===== config.mk =====
export PLATFORM = sky130hd
export DESIGN_NAME = rbz_reg_spi
export DESIGN_NICKNAME = d
export VERILOG_FILES = /design/src/rtl/rbz_reg_spi_pkg.sv /design/src/rtl/rbz_reg_spi_if.sv /design/src/rtl/rbz_reg_spi_sync.sv /design/src/rtl/rbz_sync_edge.sv /design/src/rtl/rbz_reg_spi.sv
export SDC_FILE = /design/constraint.sdc
export NUM_CORES = 1
export LEC_CHECK = 0
export CORE_ASPECT_RATIO = 0.9
export CORE_MARGIN = 3
export CORE_UTILIZATION = 47
export CTS_BUF_LIST = sky130_fd_sc_hd__clkbuf_8
export DETAILED_ROUTE_END_ITERATION = 8
export GPL_TIMING_DRIVEN = 0
export PLACE_DENSITY = 0.64
export SETUP_SLACK_MARGIN = 0.02
export SLEW_MARGIN = 20
export SYNTH_ARGS = -nofsm -noshare
export SYNTH_HDL_FRONTEND = slang
export SYNTH_HIERARCHICAL = 1
export SYNTH_SLANG_ARGS = --single-unit

===== constraint.sdc =====
create_clock -name clk -period 3.6 [get_ports clk]
set_input_delay 0.36 -clock clk [delete_from_list [all_inputs] [get_ports clk]]
set_output_delay 0.36 -clock clk [all_outputs]
set_load 0.05 [all_outputs]

===== src/rtl/rbz_reg_spi_pkg.sv =====
// Shared constants, FSM encoding and parameter-bank payload for the register SPI peripheral.
package rbz_reg_pkg;

  localparam int unsigned FRAME_BITS = 20;
  localparam int unsigned CNT_W      = 5;
  localparam int unsigned CMD_W      = 4;
  localparam int unsigned PAY_W      = 16;
  localparam int unsigned COL_W      = 6;
  localparam int unsigned WALL_W     = 2;

  localparam logic [CMD_W-1:0] CMD_SKY    = 4'd0;
  localparam logic [CMD_W-1:0] CMD_FLOOR  = 4'd1;
  localparam logic [CMD_W-1:0] CMD_LEAK   = 4'd2;
  localparam logic [CMD_W-1:0] CMD_OTHER  = 4'd3;
  localparam logic [CMD_W-1:0] CMD_VSHIFT = 4'd4;
  localparam logic [CMD_W-1:0] CMD_VINF   = 4'd5;
  localparam logic [CMD_W-1:0] CMD_MAPD   = 4'd6;

  localparam logic [COL_W-1:0] SKY_RST   = 6'h15;
  localparam logic [COL_W-1:0] FLOOR_RST = 6'h2A;

  typedef enum logic [1:0] {IDLE, SHIFT, OVERRUN} state_e;

  typedef struct packed {
    logic [COL_W-1:0]  sky;
    logic [COL_W-1:0]  floor;
    logic [COL_W-1:0]  leak;
    logic [COL_W-1:0]  otherx;
    logic [COL_W-1:0]  othery;
    logic [COL_W-1:0]  vshift;
    logic              vinf;
    logic [COL_W-1:0]  mapdx;
    logic [COL_W-1:0]  mapdy;
    logic [WALL_W-1:0] mapdxw;
    logic [WALL_W-1:0] mapdyw;
  } params_t;

  localparam params_t PARAMS_RST = '{
    sky: SKY_RST, floor: FLOOR_RST, leak: 6'h00, otherx: 6'h00, othery: 6'h00,
    vshift: 6'h00, vinf: 1'b0, mapdx: 6'h00, mapdy: 6'h00, mapdxw: 2'h0, mapdyw: 2'h0
  };

  // Decode one committed frame into the bank; unknown commands leave it untouched.
  function automatic params_t apply_cmd(params_t cur, logic [CMD_W-1:0] cmd,
                                        logic [PAY_W-1:0] p);
    params_t nxt;
    nxt = cur;
    case (cmd)
      CMD_SKY:    nxt.sky    = p[5:0];
      CMD_FLOOR:  nxt.floor  = p[5:0];
      CMD_LEAK:   nxt.leak   = p[5:0];
      CMD_OTHER: begin
        nxt.otherx = p[11:6];
        nxt.othery = p[5:0];
      end
      CMD_VSHIFT: nxt.vshift = p[5:0];
      CMD_VINF:   nxt.vinf   = p[0];
      CMD_MAPD: begin
        nxt.mapdx  = p[15:10];
        nxt.mapdy  = p[9:4];
        nxt.mapdxw = p[3:2];
        nxt.mapdyw = p[1:0];
      end
      default: ;
    endcase
    return nxt;
  endfunction

endpackage


===== src/rtl/rbz_reg_spi_if.sv =====
// Register SPI pin bundle: the host drives it, the peripheral samples it.
interface rbz_reg_spi_if;
  logic sclk;
  logic mosi;
  logic ss_n;

  modport master (output sclk, output mosi, output ss_n);
  modport slave  (input  sclk, input  mosi, input  ss_n);
endinterface


===== src/rtl/rbz_reg_spi_sync.sv =====
// Brings the asynchronous SPI pins into the clk domain and exposes the events the FSM needs.
module rbz_reg_spi_sync (
  input  logic          clk,
  input  logic          reset,
  rbz_reg_spi_if.slave  spi,
  output logic          o_sclk_rise_c,
  output logic          o_ss_fall_c,
  output logic          o_ss_rise_c,
  output logic          o_mosi
);

  logic w_sclk_level_unused;
  logic w_sclk_fall_unused;
  logic w_ss_level_unused;
  logic w_mosi_rise_unused;
  logic w_mosi_fall_unused;

  rbz_sync_edge #(.RST_VAL(1'b0)) u_sclk (
    .clk      (clk),
    .reset    (reset),
    .i_d      (spi.sclk),
    .o_level  (w_sclk_level_unused),
    .o_rise_c (o_sclk_rise_c),
    .o_fall_c (w_sclk_fall_unused)
  );

  // Select idles high so a pin already low at reset release reads as a fresh falling edge.
  rbz_sync_edge #(.RST_VAL(1'b1)) u_ss (
    .clk      (clk),
    .reset    (reset),
    .i_d      (spi.ss_n),
    .o_level  (w_ss_level_unused),
    .o_rise_c (o_ss_rise_c),
    .o_fall_c (o_ss_fall_c)
  );

  rbz_sync_edge #(.RST_VAL(1'b0)) u_mosi (
    .clk      (clk),
    .reset    (reset),
    .i_d      (spi.mosi),
    .o_level  (o_mosi),
    .o_rise_c (w_mosi_rise_unused),
    .o_fall_c (w_mosi_fall_unused)
  );

endmodule


===== src/rtl/rbz_sync_edge.sv =====
// Two-flop synchronizer plus a delay flop giving single-cycle rise/fall pulses.
module rbz_sync_edge #(
  parameter logic RST_VAL = 1'b0
) (
  input  logic clk,
  input  logic reset,
  input  logic i_d,
  output logic o_level,
  output logic o_rise_c,
  output logic o_fall_c
);

  logic r_s1;
  logic r_s2;
  logic r_dly;

  always_ff @(posedge clk) begin
    if (reset) begin
      r_s1  <= RST_VAL;
      r_s2  <= RST_VAL;
      r_dly <= RST_VAL;
    end else begin
      r_s1  <= i_d;
      r_s2  <= r_s1;
      r_dly <= r_s2;
    end
  end

  assign o_level  = r_s2;
  assign o_rise_c = r_s2 & ~r_dly;
  assign o_fall_c = ~r_s2 & r_dly;

endmodule


===== src/rtl/rbz_reg_spi.sv =====
// Register SPI receiver: frames decode into a shadow bank that moves to the live bank on i_load.
module rbz_reg_spi
  import rbz_reg_pkg::*;
(
  input  logic             clk,
  input  logic             reset,
  input  logic             i_reg_sclk,
  input  logic             i_reg_mosi,
  input  logic             i_reg_ss_n,
  input  logic             i_load,
  output logic [COL_W-1:0] o_sky,
  output logic [COL_W-1:0] o_floor,
  output logic [COL_W-1:0] o_leak,
  output logic [COL_W-1:0] o_otherx,
  output logic [COL_W-1:0] o_othery,
  output logic [COL_W-1:0] o_vshift,
  output logic             o_vinf,
  output logic [COL_W-1:0] o_mapdx,
  output logic [COL_W-1:0] o_mapdy,
  output logic [WALL_W-1:0] o_mapdxw,
  output logic [WALL_W-1:0] o_mapdyw,
  output logic             o_frame_err
);

  rbz_reg_spi_if w_spi ();
  assign w_spi.sclk = i_reg_sclk;
  assign w_spi.mosi = i_reg_mosi;
  assign w_spi.ss_n = i_reg_ss_n;

  logic w_sclk_rise;
  logic w_ss_fall;
  logic w_ss_rise;
  logic w_mosi;

  rbz_reg_spi_sync u_sync (
    .clk           (clk),
    .reset         (reset),
    .spi           (w_spi),
    .o_sclk_rise_c (w_sclk_rise),
    .o_ss_fall_c   (w_ss_fall),
    .o_ss_rise_c   (w_ss_rise),
    .o_mosi        (w_mosi)
  );

  state_e                r_state;
  state_e                w_state_nxt;
  logic [CNT_W-1:0]      r_bitcnt;
  logic [FRAME_BITS-1:0] r_shift;
  params_t               r_shadow;
  params_t               r_live;
  logic                  r_frame_err;

  logic w_full;
  logic w_clear;
  logic w_shift;
  logic w_commit;
  logic w_err;

  assign w_full = (r_bitcnt == CNT_W'(FRAME_BITS));

  always_ff @(posedge clk) begin
    if (reset) r_state <= IDLE;
    else       r_state <= w_state_nxt;
  end

  always_comb begin
    w_state_nxt = r_state;
    case (r_state)
      IDLE:    if (w_ss_fall) w_state_nxt = SHIFT;
      SHIFT: begin
        if (w_ss_rise)                 w_state_nxt = IDLE;
        else if (w_sclk_rise && w_full) w_state_nxt = OVERRUN;
      end
      OVERRUN: if (w_ss_rise) w_state_nxt = IDLE;
      default: w_state_nxt = IDLE;
    endcase
  end

  always_comb begin
    w_clear  = 1'b0;
    w_shift  = 1'b0;
    w_commit = 1'b0;
    w_err    = 1'b0;
    case (r_state)
      IDLE:    w_clear = w_ss_fall;
      SHIFT: begin
        if (w_ss_rise) begin
          w_commit = w_full;
          w_err    = ~w_full;
        end else if (w_sclk_rise && !w_full) begin
          w_shift = 1'b1;
        end
      end
      OVERRUN: w_err = w_ss_rise;
      default: ;
    endcase
  end

  // Load samples the shadow before this cycle's commit lands, so a coinciding frame waits a load.
  always_ff @(posedge clk) begin
    if (reset) begin
      r_bitcnt    <= '0;
      r_shift     <= '0;
      r_shadow    <= PARAMS_RST;
      r_live      <= PARAMS_RST;
      r_frame_err <= 1'b0;
    end else begin
      r_frame_err <= w_err;
      if (w_clear) begin
        r_bitcnt <= '0;
        r_shift  <= '0;
      end else if (w_shift) begin
        r_bitcnt <= r_bitcnt + CNT_W'(1);
        r_shift  <= {r_shift[FRAME_BITS-2:0], w_mosi};
      end
      if (w_commit)
        r_shadow <= apply_cmd(r_shadow, r_shift[FRAME_BITS-1 -: CMD_W], r_shift[PAY_W-1:0]);
      if (i_load)
        r_live <= r_shadow;
    end
  end

  assign o_sky       = r_live.sky;
  assign o_floor     = r_live.floor;
  assign o_leak      = r_live.leak;
  assign o_otherx    = r_live.otherx;
  assign o_othery    = r_live.othery;
  assign o_vshift    = r_live.vshift;
  assign o_vinf      = r_live.vinf;
  assign o_mapdx     = r_live.mapdx;
  assign o_mapdy     = r_live.mapdy;
  assign o_mapdxw    = r_live.mapdxw;
  assign o_mapdyw    = r_live.mapdyw;
  assign o_frame_err = r_frame_err;

endmodule

## Word-level counts from Yosys, hierarchy flattened

Index checks and enable logic that the tools add are counted.

- Register bits after elaboration: 142
- Latch bits: 0
- Memory bits (writable): 0
- Bits in read-only memories: 0
- Bits of input ports: 6
- Output and inout port bits: 54
- Memories: 0

- Add/subtract/negate cells: 1
- $mul: 0
- Div/mod/pow operators: 0
- Order comparisons: 0
- Equality and inequality tests: 12
- Shift-type cells: 0
- Mux-type cells: 13
- Bitwise logic cells: 7
- Reductions and logical operators: 14

Operators by type and width:

| kind | number |
|---|---|
| $reduce_and A2 Y1 | 7 |
| $eq A4 B3 Y1 const B | 3 |
| $eq A4 B2 Y1 const B | 2 |
| $mux W2 | 4 |
| $mux W1 | 7 |
| $pmux W2 S3 | 1 |
| $add A5 B1 Y5 const B | 1 |
| $eq A5 B5 Y1 const B | 1 |
| $eq A4 B1 Y1 const B | 1 |
| $logic_not A4 Y1 | 1 |
| $ne A2 B2 Y1 const B | 2 |
| $not A1 Y1 | 4 |
| $and A1 B1 Y1 | 3 |
| $ne A3 B3 Y1 const B | 1 |
| $reduce_and A3 Y1 | 1 |
| $eq A2 B1 Y1 const B | 1 |
| $eq A2 B2 Y1 const B | 1 |
| $logic_and A1 B1 Y1 | 2 |
| $logic_not A2 Y1 | 1 |
| $pmux W1 S2 | 1 |
| $reduce_or A2 Y1 | 1 |
| $logic_not A1 Y1 | 1 |

## Logic depth before layout (Yosys ltp)

Gate-level depths: netlist of the first run.

- Depth after elaboration: 6
- Gate-level depth with buffers: 8
- Gate-level depth less buffers: 6

## Hierarchy

Netlist of the first run, hierarchy kept.

Modules (own cells, without submodules):

| module | instances | cells an instance | area each (um2) |
|---|---|---|---|
| rbz_reg_spi | 1 | 517 | 5,195.0 |
| rbz_sync_edge at u_sync.u_mosi ... | 2 | 8 | 91.3 |
| rbz_sync_edge at u_sync.u_ss | 1 | 8 | 92.6 |

## Worst setup path after synthesis of the first run

Ideal clock, no wire load.

- Path kind: flip-flop to flip-flop
- Start point: register r_bitcnt[0]
- End point: register r_shadow[4] (netlist bit)
- Library setup time: 72 ps
- Arrival: 1,871 ps
- Data required time: 3,528 ps
- Slack: 1,657 ps
- Cell stages (with the launch flop): 9
- Path buffers: 2
- Path through: dfxtp_1 > inv_1 > ha_1 > nand4b_4 > or4_4 > nor3b_2 > buf_6 > buf_12 > mux2i_1

- Longest elaborated chain between the ends: 4

Ends and longest elaborated chain:

| what | line | RTL |
|---|---|---|
| from (decl) | rbz_reg_spi.sv:47 | `logic [CNT_W-1:0] r_bitcnt;` |
| from (signal assigned) | rbz_reg_spi.sv:113 | `r_bitcnt <= r_bitcnt + CNT_W'(1);` |
| $eq A5 B5 Y1 | rbz_reg_spi.sv:59 | `assign w_full = (r_bitcnt == CNT_W'(FRAME_BITS));` |
| $mux W1 | rbz_reg_spi.sv:87 | `if (w_ss_rise) begin` |
| $mux W1 | rbz_reg_spi.sv:84 | `case (r_state)` |
| $reduce_and A2 Y1 (no line) | - |  |
| to (signal assigned) | rbz_reg_spi.sv:117 | `r_shadow <= apply_cmd(r_shadow, r_shift[FRAME_BITS-1 -: CMD_W], r_shift[PAY_W-1:0]);` |
| to (decl) | rbz_reg_spi.sv:49 | `params_t r_shadow;` |

Every way passes these cells.
A chain may end at the register's enable or synchronous reset.

## Worst setup path in the final report of the first run

- Start point: input reset
- End point: register r_live, in the netlist o_mapdx[1]

RTL lines:

| what | line | RTL |
|---|---|---|
| from (decl) | rbz_reg_spi.sv:6 | `input logic reset,` |
| to (signal assigned) | rbz_reg_spi.sv:119 | `r_live <= r_shadow;` |
| to (decl) | rbz_reg_spi.sv:50 | `params_t r_live;` |

No word-level cell between the ends.

==> summary.txt, run 1 <==
Outcome - completed
Max-cap violations - 0
Total Neg Setup Slack - 0 ns
Sw power - 709 uW
Core area - 11000 um2
Fin nets - 625
Iter 0 DRT Violations - 183
CP Cell Sequence - clkdlybuf4s50_1, clkbuf_1, clkbuf_1, buf_1, nor2_1
Flop pwr share - 51.4%
Final hold viol count - 0
Layout cell share with drive strength beyond 1 - 6.38%
Peak VDD IR - 298 uV
CTS buffer count - 17
CTS Buffer Depth - 2
CTS sink cnt - 142
Die width - 119 um
Worst path max stage delay - 0.87 ns
Syn nets - 547
Mean area per synthesized cell - 10.1 um2
P_int - 2380 uW
First drt pass iteration count - 4
Most Frequent Cell on Critical Path - clkbuf_1
First-pass GRT wire length - 19700 um
Synth Instances - 536
Slew headroom - 48.2%
Synth Cell Area - 5430 um2
HPWL after DPL - 8340 um
Register-to-register setup slack - 1.44 ns
Logic gate share of total power - 5.4%
Worst-Margin Slew - 0.776 ns
Startpoint Class - primary input
GR peak layer - met2
Crit-path max FO - 15
PortBufs - 59
Required @ worst endpoint - 3.91 ns
Rows - 36
CTS tree - built
Antenna Violating Nets Remaining - 0
GR Layer Usage met2 - 32.2%
Biggest regs - r_shadow: 53 flops, r_shift: 20 flops
Htree depth - 4
Setup violations, final - 0
Drc violations - 0
Vias in the first global route - 3841
Total Power - 3090 uW
GR Util met1 - 25.4%
Slew Viols, Final - 0
Global placement routability congestion - 0.766
Total wire length - 11800 um
Final period util - 65.5%
Die Area - 12900 um2
Yosys warnings - 6
Critical path type - primary input to register
CP max stage cell - clkdlybuf4s50_1
CTS clk-pin slew, worst paths - 0.08 ns
Peak Freq - 0.424 GHz
Most flop-heavy register - r_shadow
HP Class - register to register
Skew-Pair Late Insertion Delay - 0.45 ns
Via Count - 3822
Initial Utilization - 49.2%
Routed len/inst - 15.1 um
DR vias/cell - 4.91
Post-CTS setup repair buffer count - 0
Number of inserted diodes - 0
Root Buffer - clkbuf_8
I/O pins - 60
Leakage - 0.00257 uW
Hold Buf Count CTS - 0
Antenna violations before repair - 0
Skew final - 0.0105 ns
Die Y - 108 um
Final min period - 2.36 ns
Largest net degree at the start of global routing - 17
Pwr dens - 466 nW/um2
Area growth, synth to finish - 22.1%
RSZ-0062 raised after global routing - false
Met3 Use GR - 4.78%
Total gr overflow - 0
CP Capture Type - register
Worst EP arrival - 2.67 ns
GRT Overall Usage - 19.8%
Max reg flops - 53
Clock share of power - 43.2%
Filler cells - 990
Post-CTS Resized - 0
Net Sw Frac - 23.0%
per-stage QoR:
stage	worst slack [ns]	area, um2	hold WS [ns]	utilization, %	cells
after global routing	1.02	6630	0.438	60.0	779
after global placement	0.765	6210	0.392	56.2	747
final	1.24	6630	0.429	60.0	779
after floorplan	1.66	5430	0.383	-	536
after CTS	1.23	6630	0.433	60.0	779
after detailed placement	0.747	6210	0.403	56.2	747
worst max-delay path: cells and delay by family:
kind | cells | cell delay [ns]
simple gates | 1 | 0.10
buf+inv | 4 | 2.19
path summary, 6_finish.rpt:
path                    startpoint             endpoint  cells after the start
setup reg to reg       r_bitcnt[0]         r_shadow[27]                      8
hold reg to reg   u_sync/u_ss/r_s1  u_sync/u_ss/o_level                      1
hold / removal    u_sync/u_ss/r_s1  u_sync/u_ss/o_level                      1
setup / recovery             reset           o_mapdx[1]                      5
routing by layer:
metal,share of wire (%),routed length [um],vias up
li1,-,-,1929
met1,48,5630,1820
met2,47,5590,59
met3,3.6,426,14
met4,1.1,131,0
met5,0,0,-
cell type report:
cell class | count | area (um2) | area share (%)
Sequential cell | 142 | 2840 | 42.9
Multi-Input combinational cell | 357 | 2410 | 36.4
Timing Repair Buffer | 59 | 591 | 8.91
Clock buffer | 20 | 275 | 4.15
Tap cell | 152 | 190 | 2.87
Buffer | 32 | 150 | 2.27
Clock inverter | 12 | 144 | 2.17
Inverter | 5 | 18.8 | 0.283
cells in the final DEF (no fill, tap or decap), types with 2 or more instances in the layout:
cell / instances
nand3b_1: 3
bufinv_16: 3
and4b_1: 2
buf_1: 4
clkbuf_1: 23
or2_1: 3
nand2b_1: 67
o21a_1: 2
clkbuf_8: 20
clkdlybuf4s50_1: 59
clkinvlp_4: 3
a21oi_1: 23
buf_2: 2
clkinv_2: 3
nor2_1: 65
nor2b_1: 14
nand2_1: 45
inv_1: 7
nor3_1: 2
dfxtp_1: 142
a211o_1: 6
nand3_1: 4
o21ai_0: 2
mux2i_1: 101
ha_1: 5
power by group through the flow:
stage                     combinational (uW)  clock (uW)  sequential (uW)
final                                    166        1330             1590
after global routing                     183        1430             1590
after floorplan                          109           0             1630
after CTS                                168        1360             1590
after global placement                   164           0             1620
after detailed placement                 167           0             1620
Note: power is estimated with default switching activity, not from simulation.
==> inputs of run 2 (changes only) <==
PLACE_DENSITY = 0.67   (was 0.64)
clock period = 2 ns   (was 3.6 ns; I/O delays follow)
==> summary.txt, run 2 (same netlist as run 1, synthesis figures left out) <==
Outcome - completed
Core area - 11000 um2 (unchanged)
Design area - 6740 um2 (+1.7%)
Die width - 119 um (unchanged)
CTS Buffer Depth - 2 (unchanged)
Hold Buf Count CTS - 0 (unchanged)
Met3 Use GR - 4.52% (-0.26 points)
Antenna Violating Nets Remaining - 0 (unchanged)
Area growth, synth to finish - 24.2%
Peak Freq - 0.511 GHz
Biggest regs - r_shadow: 53 flops, r_shift: 20 flops
Htree depth - 4 (unchanged)
Hold WS - 0.316 ns (-0.113 ns)
CTS buffer count - 17 (unchanged)
Worst EP arrival - 2.32 ns (-0.35 ns)
Initial Utilization - 49.2% (unchanged)
CP Capture Type - register
GR Layer Usage met2 - 30.3% (-1.8 points)
Die Area - 12900 um2 (unchanged)
Dpl cell area - 6210 um2 (unchanged)
HP Class - primary input to register
Non-Filler Instances - 789 (+1.3%)
GR Util met1 - 25.1% (-0.33 points)
Dpl ws - -0.658 ns (-1.41 ns)
Pwr dens - 785 nW/um2 (+68%)
Peak VDD IR - 524 uV (+76%)
Placed cells - 747 (unchanged)
Total Power - 5290 uW (+71%)
CTS sink cnt - 142 (unchanged)
Startpoint Class - register
GR peak layer - met2
Most common cell after layout, fill and taps aside - dfxtp_1
Required @ worst endpoint - 2.36 ns (-1.55 ns)
Slew headroom - 50.0% (+1.7 points)
DR vias/cell - 4.85 (-1.2%)
Antenna violations before repair - 0 (unchanged)
Final hold viol count - 0 (unchanged)
Worst-Margin Slew - 0.751 ns (-0.0257 ns)
Vias in the first global route - 3718 (-3.2%)
Setup violations, final - 0 (unchanged)
First-pass GRT wire length - 18900 um (-4.2%)
Largest net degree at the start of global routing - 17 (unchanged)
HPWL after DPL - 8050 um (-3.5%)
Die Y - 108 um (unchanged)
Rows - 36 (unchanged)
Layout cell share with drive strength beyond 1 - 9.58% (+3.2 points)
Via Count - 3824 (+0.052%)
Total gr overflow - 0 (unchanged)
Number of inserted diodes - 0 (unchanged)
Final period util - 97.8%
Iter 0 DRT Violations - 163 (-11%)
Skew final - 0.00942 ns (-0.00107 ns)
GRT Overall Usage - 18.9% (-0.88 points)
Drc violations - 0 (unchanged)
RSZ-0062 raised after global routing - true
PortBufs - 59 (unchanged)
Critical path type - register to register
CTS clk-pin slew, worst paths - 0.08 ns (about the same)
Final worst setup slack - 0.0431 ns (-1.20 ns)
Max-cap violations - 0 (unchanged)
Most frequent cells in the layout - dfxtp_1, mux2i_1, nand2b_1
Total wire length - 11500 um (-2.1%)
I/O pins - 60 (unchanged)
Fin nets - 635 (+1.6%)
First drt pass iteration count - 4 (unchanged)
Leakage - 0.00261 uW (+1.6%)
Skew-Pair Late Insertion Delay - 0.43 ns (-0.02 ns)
Max reg flops - 53 (unchanged)
Most flop-heavy register - r_shadow
Final min period - 1.96 ns
Crit-path max FO - 5 (-10)
Global placement routability congestion - 0.789 (+2.9%)
Routed len/inst - 14.6 um (-3.3%)
CTS tree - built
Slew Viols, Final - 0 (unchanged)
Root Buffer - clkbuf_8
## run 2: changes by cell type in the layout (fill, tap and decap cells not counted), sizes merged
cell           delta
buf              +10
clkdlybuf4s50     -1
dlygate4sd2       +1
clkinvlp          +3
clkbuf            -2
bufinv            -2
clkinv            +1
## run 2: final cells by class
type | instances | area (um2)
clock inverter | 14 | 120
buffer | 32 | 155
timing repair buffer | 69 | 701
sequential | 142 | 2850
clock buffer | 18 | 248
tap | 152 | 190
multi-input combinational | 357 | 2460
inverter | 5 | 18.8
fill | 950 | 4300
## run 2: path summary, 6_finish.rpt
check	from	end	slack, ns	depth (start not counted)
worst max register to register	r_bitcnt[0]	r_shadow[10]	0.04	8
worst min-delay path	i_reg_mosi	u_sync/u_mosi/r_s1	0.32	2
worst max-delay path	r_bitcnt[0]	r_shadow[10]	0.04	8
worst min register to register	u_sync/u_ss/r_s1	u_sync/u_ss/o_level	0.41	1
## run 2: routing by layer
| metal | vias up | wire length [um] |
|---|---|---|
| met1 | 1806 | 5710 |
| met3 | 10 | 353 |
| met2 | 58 | 5350 |
| met4 | 0 | 127 |
| li1 | 1950 | - |
| met5 | - | 0 |
## run 2: where the power goes
part / switching, uW / internal, uW
sequential: 17.0 / 2850
combinational: 182 / 128
clock: 1110 / 1010
## run 2: worst max-delay path, cell delays in order (launching register included)
cell      delay, ns
dfxtp_2        0.33
inv_2          0.06
ha_4           0.14
nand4b_4       0.13
or4_4          0.55
nor3b_4        0.21
buf_6          0.16
buf_12         0.12
mux2i_1        0.19
## run 2: stage by stage
stage / utilization (%) / TNS (ns)
global route: 61.1 / -0.482
detailed placement: 56.2 / -36.44
finish: 61.1 / 0
global placement: 56.2 / -33.46
floorplan: - / 0
CTS: 60.5 / 0
## run 2: repair_timing
| item | in CTS | in global routing |
|---|---|---|
| pin swaps | 3 | 4 |
| gates resized for setup | 12 | 8 |
| endpoints found under the setup margin | 66 | 62 |
| setup buffers | 5 | 4 |
| cloned | 1 | 0 |
